<file path="src/rtl/cordic_atan2_mag_if.sv">
`default_nettype none
// ============================================================================
// Interface : cordic_atan2_mag_if
// Purpose   : Start/busy/done handshake and data bundle for the vectoring
//             CORDIC (x,y -> phase, magnitude).
// Signals   : start      - request, sampled only while the engine is idle
//             x_in/y_in  - signed Q2.14 Cartesian input
//             busy       - high from the accept cycle until done
//             done       - one-cycle result strobe
//             angle_rad  - signed Q3.14 radians, (-pi, +pi]
//             angle_deg  - signed integer degrees, (-180, +180]
//             magnitude  - unsigned Q4.14 vector length
//             zero_vec   - input vector was (0,0)
// Modports  : master (requester side), slave (CORDIC engine side)
// Revision  : 1.0 - initial release
// ============================================================================
interface cordic_atan2_mag_if;
  logic               start;
  logic signed [15:0] x_in;
  logic signed [15:0] y_in;
  logic               busy;
  logic               done;
  logic signed [17:0] angle_rad;
  logic signed [15:0] angle_deg;
  logic        [17:0] magnitude;
  logic               zero_vec;

  modport master (
    output start, x_in, y_in,
    input  busy, done, angle_rad, angle_deg, magnitude, zero_vec
  );

  modport slave (
    input  start, x_in, y_in,
    output busy, done, angle_rad, angle_deg, magnitude, zero_vec
  );
endinterface
`default_nettype wire

</file>
<file path="src/rtl/cordic_atan2_mag.sv">
`default_nettype none
// ============================================================================
// Module    : cordic_atan2_mag
// Purpose   : Iterative vectoring-mode CORDIC. Converts a Q2.14 (x,y) pair
//             into a Q3.14 phase, integer degrees and a Q4.14 magnitude,
//             one micro-rotation per clock, start/busy/done handshake.
// Ports     : clk    - clock, all logic on posedge
//             reset  - synchronous active-high reset (aborts any operation)
//             bus    - cordic_atan2_mag_if.slave handshake/data bundle
// Params    : ITER     - number of micro-rotations (1..16)
//             GAIN_Q14 - 1/K gain compensation factor, Q2.14
// Macro     : CORDIC_GAIN_COMP_EN - when defined, magnitude is multiplied by
//             GAIN_Q14 in a pipelined two-cycle POST (latency ITER+2);
//             otherwise magnitude is the raw K-scaled x and POST takes one
//             cycle (latency ITER+1).
// Revision  : 1.0 - initial release
// ============================================================================
module cordic_atan2_mag #(
  parameter int          ITER     = 16,
  parameter logic [15:0] GAIN_Q14 = 16'h26DD
) (
  input logic               clk,
  input logic               reset,
  cordic_atan2_mag_if.slave bus
);

  localparam logic signed [17:0] C_PI      = 18'sd51472;   // pi in Q3.14
  localparam logic signed [17:0] C_RAD_MIN = -18'sd51471;  // -pi + 1 LSB

  typedef enum logic [1:0] {
    S_IDLE = 2'd0,
    S_ITER = 2'd1,
    S_POST = 2'd2
  } state_t;

  function automatic logic [15:0] atan_lut(input logic [3:0] idx);
    case (idx)
      4'd0:    atan_lut = 16'h3244;
      4'd1:    atan_lut = 16'h1DAC;
      4'd2:    atan_lut = 16'h0FAE;
      4'd3:    atan_lut = 16'h07F5;
      4'd4:    atan_lut = 16'h03FF;
      4'd5:    atan_lut = 16'h0200;
      4'd6:    atan_lut = 16'h0100;
      4'd7:    atan_lut = 16'h0080;
      4'd8:    atan_lut = 16'h0040;
      4'd9:    atan_lut = 16'h0020;
      4'd10:   atan_lut = 16'h0010;
      4'd11:   atan_lut = 16'h0008;
      4'd12:   atan_lut = 16'h0004;
      4'd13:   atan_lut = 16'h0002;
      4'd14:   atan_lut = 16'h0001;
      default: atan_lut = 16'h0000;
    endcase
  endfunction

  state_t             state_q;
  logic signed [18:0] x_q, y_q;
  logic signed [17:0] z_q;
  logic        [4:0]  i_q;
  logic               zero_q;
  logic               busy_q, done_q, zvec_q;
  logic signed [17:0] rad_q;
  logic signed [15:0] deg_q;
  logic        [17:0] mag_q;

  // ---------------- pre-rotation into the right half plane ----------------
  logic signed [18:0] x_ext, y_ext, x_pre_d, y_pre_d;
  logic signed [17:0] z_pre_d;
  assign x_ext = {{3{bus.x_in[15]}}, bus.x_in};
  assign y_ext = {{3{bus.y_in[15]}}, bus.y_in};

  always_comb begin
    x_pre_d = x_ext;
    y_pre_d = y_ext;
    z_pre_d = 18'sd0;
    if (bus.x_in[15]) begin
      x_pre_d = -x_ext;
      y_pre_d = -y_ext;
      // y_in == 0 maps to +pi so the result never lands on -pi
      z_pre_d = bus.y_in[15] ? -C_PI : C_PI;
    end
  end

  // ---------------- one micro-rotation ----------------
  logic signed [18:0] x_sh, y_sh, x_d, y_d;
  logic signed [17:0] atan_v, z_d;
  assign x_sh   = x_q >>> i_q;
  assign y_sh   = y_q >>> i_q;
  assign atan_v = $signed({2'b00, atan_lut(i_q[3:0])});

  always_comb begin
    if (!y_q[18]) begin
      x_d = x_q + y_sh;
      y_d = y_q - x_sh;
      z_d = z_q + atan_v;
    end else begin
      x_d = x_q - y_sh;
      y_d = y_q + x_sh;
      z_d = z_q - atan_v;
    end
  end

  // ---------------- POST: clamp, degree conversion, magnitude ----------------
  logic signed [17:0] z_cl;
  logic signed [31:0] z_ext, deg_prod, deg_sh;
  logic signed [15:0] deg_d;

  always_comb begin
    if (z_q > C_PI)            z_cl = C_PI;
    else if (z_q < C_RAD_MIN)  z_cl = C_RAD_MIN;
    else                       z_cl = z_q;
  end

  // 3667 / 2^20 ~= 180 / (pi * 2^14); +2^19 rounds to nearest degree
  assign z_ext    = {{14{z_cl[17]}}, z_cl};
  assign deg_prod = z_ext * 32'sd3667 + 32'sd524288;
  assign deg_sh   = deg_prod >>> 20;
  assign deg_d    = (deg_sh == -32'sd180) ? 16'sd180 : deg_sh[15:0];

  logic signed [35:0] mag_src;
  logic        [17:0] mag_sat;
  logic               post_last;

`ifdef CORDIC_GAIN_COMP_EN
  // Multiplier result is registered in the first POST cycle; outputs and done
  // follow in the second so the published results never change before done.
  logic signed [35:0] x_w36, g_w36, mul_d, prod_q;
  logic               post_ph_q;
  assign x_w36 = {{17{x_q[18]}}, x_q};
  assign g_w36 = $signed({20'd0, GAIN_Q14});
  assign mul_d = x_w36 * g_w36;

  always_ff @(posedge clk) begin
    if (reset) begin
      post_ph_q <= 1'b0;
      prod_q    <= 36'sd0;
    end else if (state_q == S_POST) begin
      post_ph_q <= ~post_ph_q;
      prod_q    <= mul_d;
    end else begin
      post_ph_q <= 1'b0;
    end
  end

  assign post_last = post_ph_q;
  assign mag_src   = prod_q >>> 14;
`else
  assign post_last = 1'b1;
  assign mag_src   = {{17{x_q[18]}}, x_q};
`endif

  always_comb begin
    if (mag_src < 36'sd0)           mag_sat = 18'd0;
    else if (mag_src > 36'sd262143) mag_sat = 18'h3FFFF;
    else                            mag_sat = mag_src[17:0];
  end

  // ---------------- control FSM with registered outputs ----------------
  always_ff @(posedge clk) begin
    if (reset) begin
      state_q <= S_IDLE;
      x_q     <= 19'sd0;
      y_q     <= 19'sd0;
      z_q     <= 18'sd0;
      i_q     <= 5'd0;
      zero_q  <= 1'b0;
      busy_q  <= 1'b0;
      done_q  <= 1'b0;
      zvec_q  <= 1'b0;
      rad_q   <= 18'sd0;
      deg_q   <= 16'sd0;
      mag_q   <= 18'd0;
    end else begin
      done_q <= 1'b0;
      case (state_q)
        S_IDLE: begin
          if (bus.start) begin
            x_q     <= x_pre_d;
            y_q     <= y_pre_d;
            z_q     <= z_pre_d;
            zero_q  <= (bus.x_in == 16'sd0) && (bus.y_in == 16'sd0);
            i_q     <= 5'd0;
            busy_q  <= 1'b1;
            state_q <= S_ITER;
          end
        end
        S_ITER: begin
          x_q <= x_d;
          y_q <= y_d;
          z_q <= z_d;
          i_q <= i_q + 5'd1;
          if (i_q == 5'(ITER - 1)) state_q <= S_POST;
        end
        S_POST: begin
          if (post_last) begin
            rad_q   <= zero_q ? 18'sd0 : z_cl;
            deg_q   <= zero_q ? 16'sd0 : deg_d;
            mag_q   <= zero_q ? 18'd0  : mag_sat;
            zvec_q  <= zero_q;
            busy_q  <= 1'b0;
            done_q  <= 1'b1;
            state_q <= S_IDLE;
          end
        end
        default: state_q <= S_IDLE;
      endcase
    end
  end

  assign bus.busy      = busy_q;
  assign bus.done      = done_q;
  assign bus.angle_rad = rad_q;
  assign bus.angle_deg = deg_q;
  assign bus.magnitude = mag_q;
  assign bus.zero_vec  = zvec_q;

endmodule
`default_nettype wire
</file>
<file path="src/flat_wrapper.sv">
// flat-port wrapper written by rule: the top's interface ports become plain ports
module cordic_atan2_mag_flat 
#(
  parameter int          ITER     = 16,
  parameter logic [15:0] GAIN_Q14 = 16'h26DD
)
  (clk, reset, bus_start, bus_x_in, bus_y_in, bus_busy, bus_done, bus_angle_rad, bus_angle_deg, bus_magnitude, bus_zero_vec);
  cordic_atan2_mag_if bus_i ();
  input logic clk;
  input logic reset;
  input wire logic [$bits(bus_i.start)-1:0] bus_start;
  input wire logic [$bits(bus_i.x_in)-1:0] bus_x_in;
  input wire logic [$bits(bus_i.y_in)-1:0] bus_y_in;
  output wire logic [$bits(bus_i.busy)-1:0] bus_busy;
  output wire logic [$bits(bus_i.done)-1:0] bus_done;
  output wire logic [$bits(bus_i.angle_rad)-1:0] bus_angle_rad;
  output wire logic [$bits(bus_i.angle_deg)-1:0] bus_angle_deg;
  output wire logic [$bits(bus_i.magnitude)-1:0] bus_magnitude;
  output wire logic [$bits(bus_i.zero_vec)-1:0] bus_zero_vec;
  assign bus_i.start = bus_start;
  assign bus_i.x_in = bus_x_in;
  assign bus_i.y_in = bus_y_in;
  assign bus_busy = bus_i.busy;
  assign bus_done = bus_i.done;
  assign bus_angle_rad = bus_i.angle_rad;
  assign bus_angle_deg = bus_i.angle_deg;
  assign bus_magnitude = bus_i.magnitude;
  assign bus_zero_vec = bus_i.zero_vec;
  cordic_atan2_mag #(.ITER(ITER), .GAIN_Q14(GAIN_Q14)) u_core (.clk(clk), .reset(reset), .bus(bus_i));
endmodule
</file>
<file path="config.mk">
export PLATFORM = sky130hd
export DESIGN_NAME = cordic_atan2_mag_flat
export DESIGN_NICKNAME = d
export VERILOG_FILES = /design/src/rtl/cordic_atan2_mag_if.sv /design/src/rtl/cordic_atan2_mag.sv /design/src/flat_wrapper.sv
export SDC_FILE = /design/constraint.sdc
export NUM_CORES = 1
export LEC_CHECK = 0
export CORE_MARGIN = 4
export CORE_UTILIZATION = 40
export CTS_BUF_LIST = sky130_fd_sc_hd__clkbuf_4
export DETAILED_ROUTE_END_ITERATION = 10
export GPL_TIMING_DRIVEN = 0
export PLACE_DENSITY_LB_ADDON = 0.05
export SYNTH_ARGS = -nofsm -noshare
export SYNTH_HDL_FRONTEND = slang
export SYNTH_SLANG_ARGS = --single-unit
</file>
<file path="constraint.sdc">
create_clock -name clk -period 16.85 [get_ports clk]
set_clock_uncertainty 0.2 [all_clocks]
set_input_delay 3.37 -clock clk [delete_from_list [all_inputs] [get_ports clk]]
set_output_delay 3.37 -clock clk [all_outputs]
set_load 0.01 [all_outputs]
</file>
== After elaboration in Yosys (flattened, before gate mapping) ==
Memories as Yosys holds them, arrays and structs flattened. A register that Yosys moved wholly into a read port is not among the register bits.
Index checks and enable logic that the tools add are counted.

* Register bits after elaboration: 119
* Bits in read-only memories: 224
* Input port bits: 35
* Output and inout bits: 55
* Logic and storage cells: 77
* Memories: 1

{| class="wikitable"
|+ Memory list
! memory !! depth !! width !! read ports !! clocked after memory_dff !! wr ports !! RTL line !! RTL
|-
| (no name shown) || 16 || 14 || 1 || 1 || 0 || cordic_atan2_mag.sv:37 || <nowiki>case (idx)</nowiki>
|}

* Add/subtract/negate cells: 10
* $mul: 1
* $lt $le $gt $ge: 4
* Equal/unequal tests: 6
* Shifts and indexed selects: 2
* Mux-type cells: 31
* Reduce and logical (&&, ||, !) cells: 10

{| class="wikitable"
|+ Operators by type and width
! kind !! number
|-
| two-way mux 18 bit || 10
|-
| two-way mux 19 bit || 6
|-
| case mux 19 bit (2 select lines) || 2
|-
| adder 19 bit || 2
|-
| negation 16 -> 19 bit || 2
|-
| >>> shifter 19 x 5 -> 19 bit || 2
|-
| subtractor 19 bit || 2
|-
| case mux 18 bit (2 select lines) || 1
|-
| adder 31 x 21 -> 32 bit, second input constant || 1
|-
| logical NOT 16 bit || 2
|-
| two-way mux 16 bit || 2
|-
| multiplier 18 x 13 -> 31 bit, second input constant || 1
|-
| greater-than comparator 19 bit, second input constant || 1
|-
| less-than comparator 19 x 1 -> 1 bit, second input constant || 1
|-
| adder 18 x 17 -> 18 bit || 1
|-
| greater-than comparator 18 x 17 -> 1 bit, second input constant || 1
|-
| less-than comparator 18 x 17 -> 1 bit, second input constant || 1
|-
| subtractor 18 x 17 -> 18 bit || 1
|-
| equality test 12 x 9 -> 1 bit, second input constant || 1
|-
| case mux 5 bit (2 select lines) || 1
|-
| two-way mux 4 bit || 2
|-
| AND reduction 2 bit || 4
|-
| adder 5 x 1 -> 5 bit, second input constant || 1
|-
| equality test 5 x 4 -> 1 bit, second input constant || 1
|-
| other kinds (12) || 15
|}

== Logic depth before layout (Yosys ltp) ==
* Word-level depth: 8
* Mapped depth: 34
* Depth with buffers taken out: 31

== Worst setup path before layout ==
OpenSTA, ideal clock, no wires.

* Kind: register -> register
* Start: reg u_core.z_q[1]
* End: reg u_core.deg_q[14] (netlist: u_core.bus.angle_deg[14])
* Library setup time: 0.117 ns
* Arrival time: 8.069 ns
* Required time: 16.533 ns
* Setup slack: 8.463 ns
* Stages on the path, launching flop included: 33
* Path buffers: 3
* Period minus slack after synthesis: 8.387 ns
* Cell sequence: dfxtp_1 -> o41ai_1 -> o21ai_0 -> a31oi_1 -> nor2_1 -> o311ai_0 -> ha_1 -> clkbuf_1 -> clkbuf_1 -> o21ai_0 -> ha_1 -> inv_1 -> fa_1 -> inv_1 -> fa_1 -> inv_1 -> fa_1 -> fa_1 -> inv_1 -> fa_1 -> inv_1 -> ha_1 -> and4_1 -> and2_1 -> a22oi_1 -> a31oi_1 -> or2_2 -> clkbuf_1 -> a21boi_0 -> xor2_1 -> nor4_1 -> nand4_1 -> a32o_1

* Longest elaborated chain between the ends: 8
* Elaborated cells between the ends (all ways): 9
* Classes of those cells: 1 x add/sub; 1 x mul; 2 x order compare; 1 x eq/ne; 4 x mux

{| class="wikitable"
|+ Ends and longest elaborated chain
! element !! RTL line !! RTL
|-
| from (decl) || cordic_atan2_mag.sv:59 || <nowiki>logic signed [17:0] z_q;</nowiki>
|-
| from (signal assigned) || cordic_atan2_mag.sv:181 || <nowiki>z_q <= z_pre_d;</nowiki>
|-
| from (signal assigned) || cordic_atan2_mag.sv:191 || <nowiki>z_q <= z_d;</nowiki>
|-
| less-than comparator 18 x 17 -> 1 bit || cordic_atan2_mag.sv:111 || <nowiki>else if (z_q < C_RAD_MIN) z_cl = C_RAD_MIN;</nowiki>
|-
| two-way mux 18 bit || cordic_atan2_mag.sv:111 ||
|-
| two-way mux 18 bit * || cordic_atan2_mag.sv:110 || <nowiki>if (z_q > C_PI) z_cl = C_PI;</nowiki>
|-
| multiplier 18 x 13 -> 31 bit * || cordic_atan2_mag.sv:117 || <nowiki>assign deg_prod = z_ext * 32'sd3667 + 32'sd524288;</nowiki>
|-
| adder 31 x 21 -> 32 bit * || cordic_atan2_mag.sv:117 ||
|-
| equality test 12 x 9 -> 1 bit || cordic_atan2_mag.sv:119 || <nowiki>assign deg_d = (deg_sh == -32'sd180) ? 16'sd180 : deg_sh[15:0];</nowiki>
|-
| two-way mux 16 bit * || cordic_atan2_mag.sv:119 ||
|-
| two-way mux 16 bit * || cordic_atan2_mag.sv:198 || <nowiki>deg_q <= zero_q ? 16'sd0 : deg_d;</nowiki>
|-
| to (signal assigned) || cordic_atan2_mag.sv:198 ||
|-
| to (decl) || cordic_atan2_mag.sv:64 || <nowiki>logic signed [15:0] deg_q;</nowiki>
|}

Every way passes the cells marked *; elsewhere a longest branch is shown, timed or not.
A chain may end at the register's enable or synchronous reset.

== Worst setup path in the final report ==
* Start: reg u_core.z_q[1]
* End: reg u_core.deg_q[6] (netlist: u_core.bus.angle_deg[6])

The elaborated chain is that of the path after synthesis.

==> results.toml <==
[logic_synthesis]
yosysUniqueCellTypes = 89
synth_top_cells_by_count = "205 x nor2_1, 196 x ha_1, 179 x inv_1"
ys_top_cells_by_area = "dfxtp_1 16%, ha_1 16%, fa_1 9.7%"
netlist.top_cell.by_area = "dfxtp_1"
yosysSeqAreaShare_pct = 16.4
syn-cell-area_sq_um = 15700
async_reset_ff_share_pct = 0
synth_edf_count = 0
yosys.cell_count.top_type = "nor2_1"
syn_nets = 2185
synth_top_flop_cell = "dfxtp_1"
synth_area_per_cell_sq_um = 8.37
syn-instance-count = 1878
ys_ff_latch = 129
synthesis.yosys.warnings = 0
netlist.area_leader.share_pct = 16.4

[detailed_routing]
drt_iter0_markers = 1326
vias = 14600
dr.pass1.iters = 5
drt-vias-per-instance = 5.79
avg_wl_per_cell_um = 23.1
wirelength_mm = 58.1
post-route-drc-count = 0
ant_nets = 0

[cts]
h-tree-depth = 4
postCtsSetupRepairBufs = 0
clock_path_buffers = 2
ctsResizeCount = 0
cts_buffer_count = 17
cts.sinks = 129
clock_latency_ns = 0.64
hold_fix_buffer_count_after_cts = 0
clk_pin_slew_ns = 0.15
cts_tree = "built"
cts.root.buffer_cell = "clkbuf_4"

[min_path]
worst_hold_path.endpoint = "u_core.bus.angle_deg[0]"
worst_hold_launch = "u_core.bus.angle_deg[0]"
number_of_cells_on_the_worst_hold_path = 2
worstHoldPathType = "reg -> reg"

[critical_path]
cp_data_arrival_time_ns = 10.56
crit_family = "compound AO/OA/AOI/OAI gates"
critical_path.endpoint_type = "flop"
critical_path_required_time_ns = 17.17
r2r_slack_ns = 6.60
cpMaxStageDelayCell = "o21ai_1"
worst-setup-path-type = "reg -> reg"
wp_buf_inv = 7
cells_on_worst_reg2reg_path = 31
r2r-end = "u_core.bus.angle_deg[6]"
rr_startpoint = "u_core.z_q[1]"
critical_path.startpoint_type = "flop"
max_stage_delay_ns = 0.86
cp_max_fo = 10

[floorplanning]
ios = 90
die-height_um = 206
initial_core_util_pct = 40.6
placementRows = 72
die_area_sq_um = 42500
coreArea_sq_um = 38700
die_w_um = 206

[timing]
slew_headroom_pct = 10.2
rsz0062_at_grt = "false"
timing.hold.ws_ns = 0.274
worstMarginPinSlew_ns = 1.33
hold_viol_final = 0
timing.setup.tns_ns = 0
setup_slack_ns = 6.60
fmax_mhz = 97.6
final_max_slew_viol_count = 0
setup_viol = 0
final.period_utilization_pct = 60.8
timing.final.crit_period_ns = 10.25

[pwr]
power.density_nw_per_um2 = 201
vdd.ir_drop.worst_mv = 0.154
p_leak_uw = 0.00760

[global_route]
grt_antenna_before_repair = 3
grt_pass1_vias = 13800
first_pass_grt_wire_length_mm = 86.8
pin_count_of_the_biggest_net_entering_global_routing = 19
grt.total_usage_pct = 27.2
grt-ovfl-total = 0

[layout]
finalNetCount = 2294
utilization_of_the_core_after_routing_pct = 45.4
post_synthesis_to_final_layout_area_growth_pct = 11.9
post_route_cells_drive_above_1_share_pct = 6.35
layout.cells.non_filler = 2519

[placed_design]
place.gp.congestion = 0.971
detailed_place_hpwl_mm = 46.3
dpl_worst_slack_ns = 6.81
placed_cells = 2485
port_buffer_cells = 89

[job]
max_cap_viol_count = 0

[outcome]
outcome = "completed"
## worst max-delay path by stage
| stage | endpoint | start | slack (ns) | cells past startpoint |
|---|---|---|---|---|
| final | u_core.bus.angle_deg[6] | u_core.z_q[1] | 6.60 | 31 |
| after global routing | u_core.bus.angle_deg[8] | u_core.z_q[1] | 6.06 | 31 |
| after CTS | u_core.bus.angle_deg[6] | u_core.z_q[1] | 6.73 | 32 |
| after detailed placement | u_core.bus.angle_deg[6] | u_core.z_q[1] | 6.81 | 32 |
| after global placement | u_core.bus.angle_deg[14] | u_core.z_q[1] | 6.41 | 32 |
| after floorplan | u_core.bus.angle_deg[14] | u_core.z_q[1] | 8.46 | 32 |
## power by group
| group | total (uW) | switching [uW] | leakage (uW) | internal (uW) |
|---|---|---|---|---|
| registers | 424 | 85.3 | 0.00105 | 339 |
| clock network | 266 | 147 | 0.000163 | 119 |
| logic | 2850 | 1640 | 0.00638 | 1210 |
| total | 3540 | 1880 | 0.00760 | 1670 |
## metrics by stage
stage,total power (uW),cell area (sq um)
global placement,3250,17300
global route,3950,17600
finish,3540,17600
floorplan,2560,15700
CTS,3550,17600
detailed placement,3260,17300
## routing by layer
metal,share of wire (%),global-route usage (%),vias up
li1,-,-,6897
met1,48,40.6,7035
met2,41,40.1,575
met3,7.6,5.04,72
met4,2.4,7.13,2
met5,0.12,1.19,-
## tightest hold or removal path: stages, from the launching register on
cell     delay (ns)
dfxtp_1        0.35
nand2_1        0.05
o21ai_0        0.05
## layout by cell type (no fill, tap or decap), drive strengths merged, types with 13 or more instances in the layout
cell type,netlist,layout
a22oi,40,40
mux2i,40,40
ha,196,196
mux4,37,37
and2,17,17
o31ai,16,16
nor2b,17,17
clkdlybuf4s50,0,89
nand2b,16,16
nor2,205,205
a21oi,116,116
nand3,35,35
inv,181,183
a21o,23,23
dfxtp,129,129
or3,18,18
o21a,22,22
nand2,116,116
xnor2,75,75
o211ai,20,20
fa,76,76
a211oi,32,32
a31oi,20,20
o21ai,94,94
and3,14,14
nor3,35,35
buf,36,36
mux2,13,13
clkbuf,55,74
xor2,58,58
## sequential cells by signal, indices dropped and copies added (netlist names), 2 cells and up
signal	flops
u_core.bus.angle_deg	12
u_core.i_q	5
u_core.y_q	19
u_core.atan_v	14
u_core.state_q	2
u_core.bus.magnitude	18
u_core.bus.angle_rad	18
u_core.z_q	18
u_core.x_q	19
## logic make-up (layout without fill, tap and decap cells)
logic type      after synthesis  count (layout)  synth area share, %
compound gates              463             463                 19.4
xor+xnor                    133             133                 7.41
fa+ha+maj                   272             272                 25.3
buf+inv                     274             395                 7.22
flops                       129             129                 16.4
mux                          90              90                 8.90
other cells                   0               2                    0
simple gates                517             517                 15.4
## layout make-up
type / count / area (sq um)
clock inverters: 13 / 186
fillers: 3905 / 21100
clock buffers: 18 / 135
diodes: 2 / 5.00
plain buffers: 91 / 448
repair buffers: 90 / 898
multi-input cells: 1475 / 12000
flip-flops and latches: 129 / 2580
inverters: 183 / 687
well taps: 518 / 648
No activity file was read; power rests on OpenSTA's default activity.
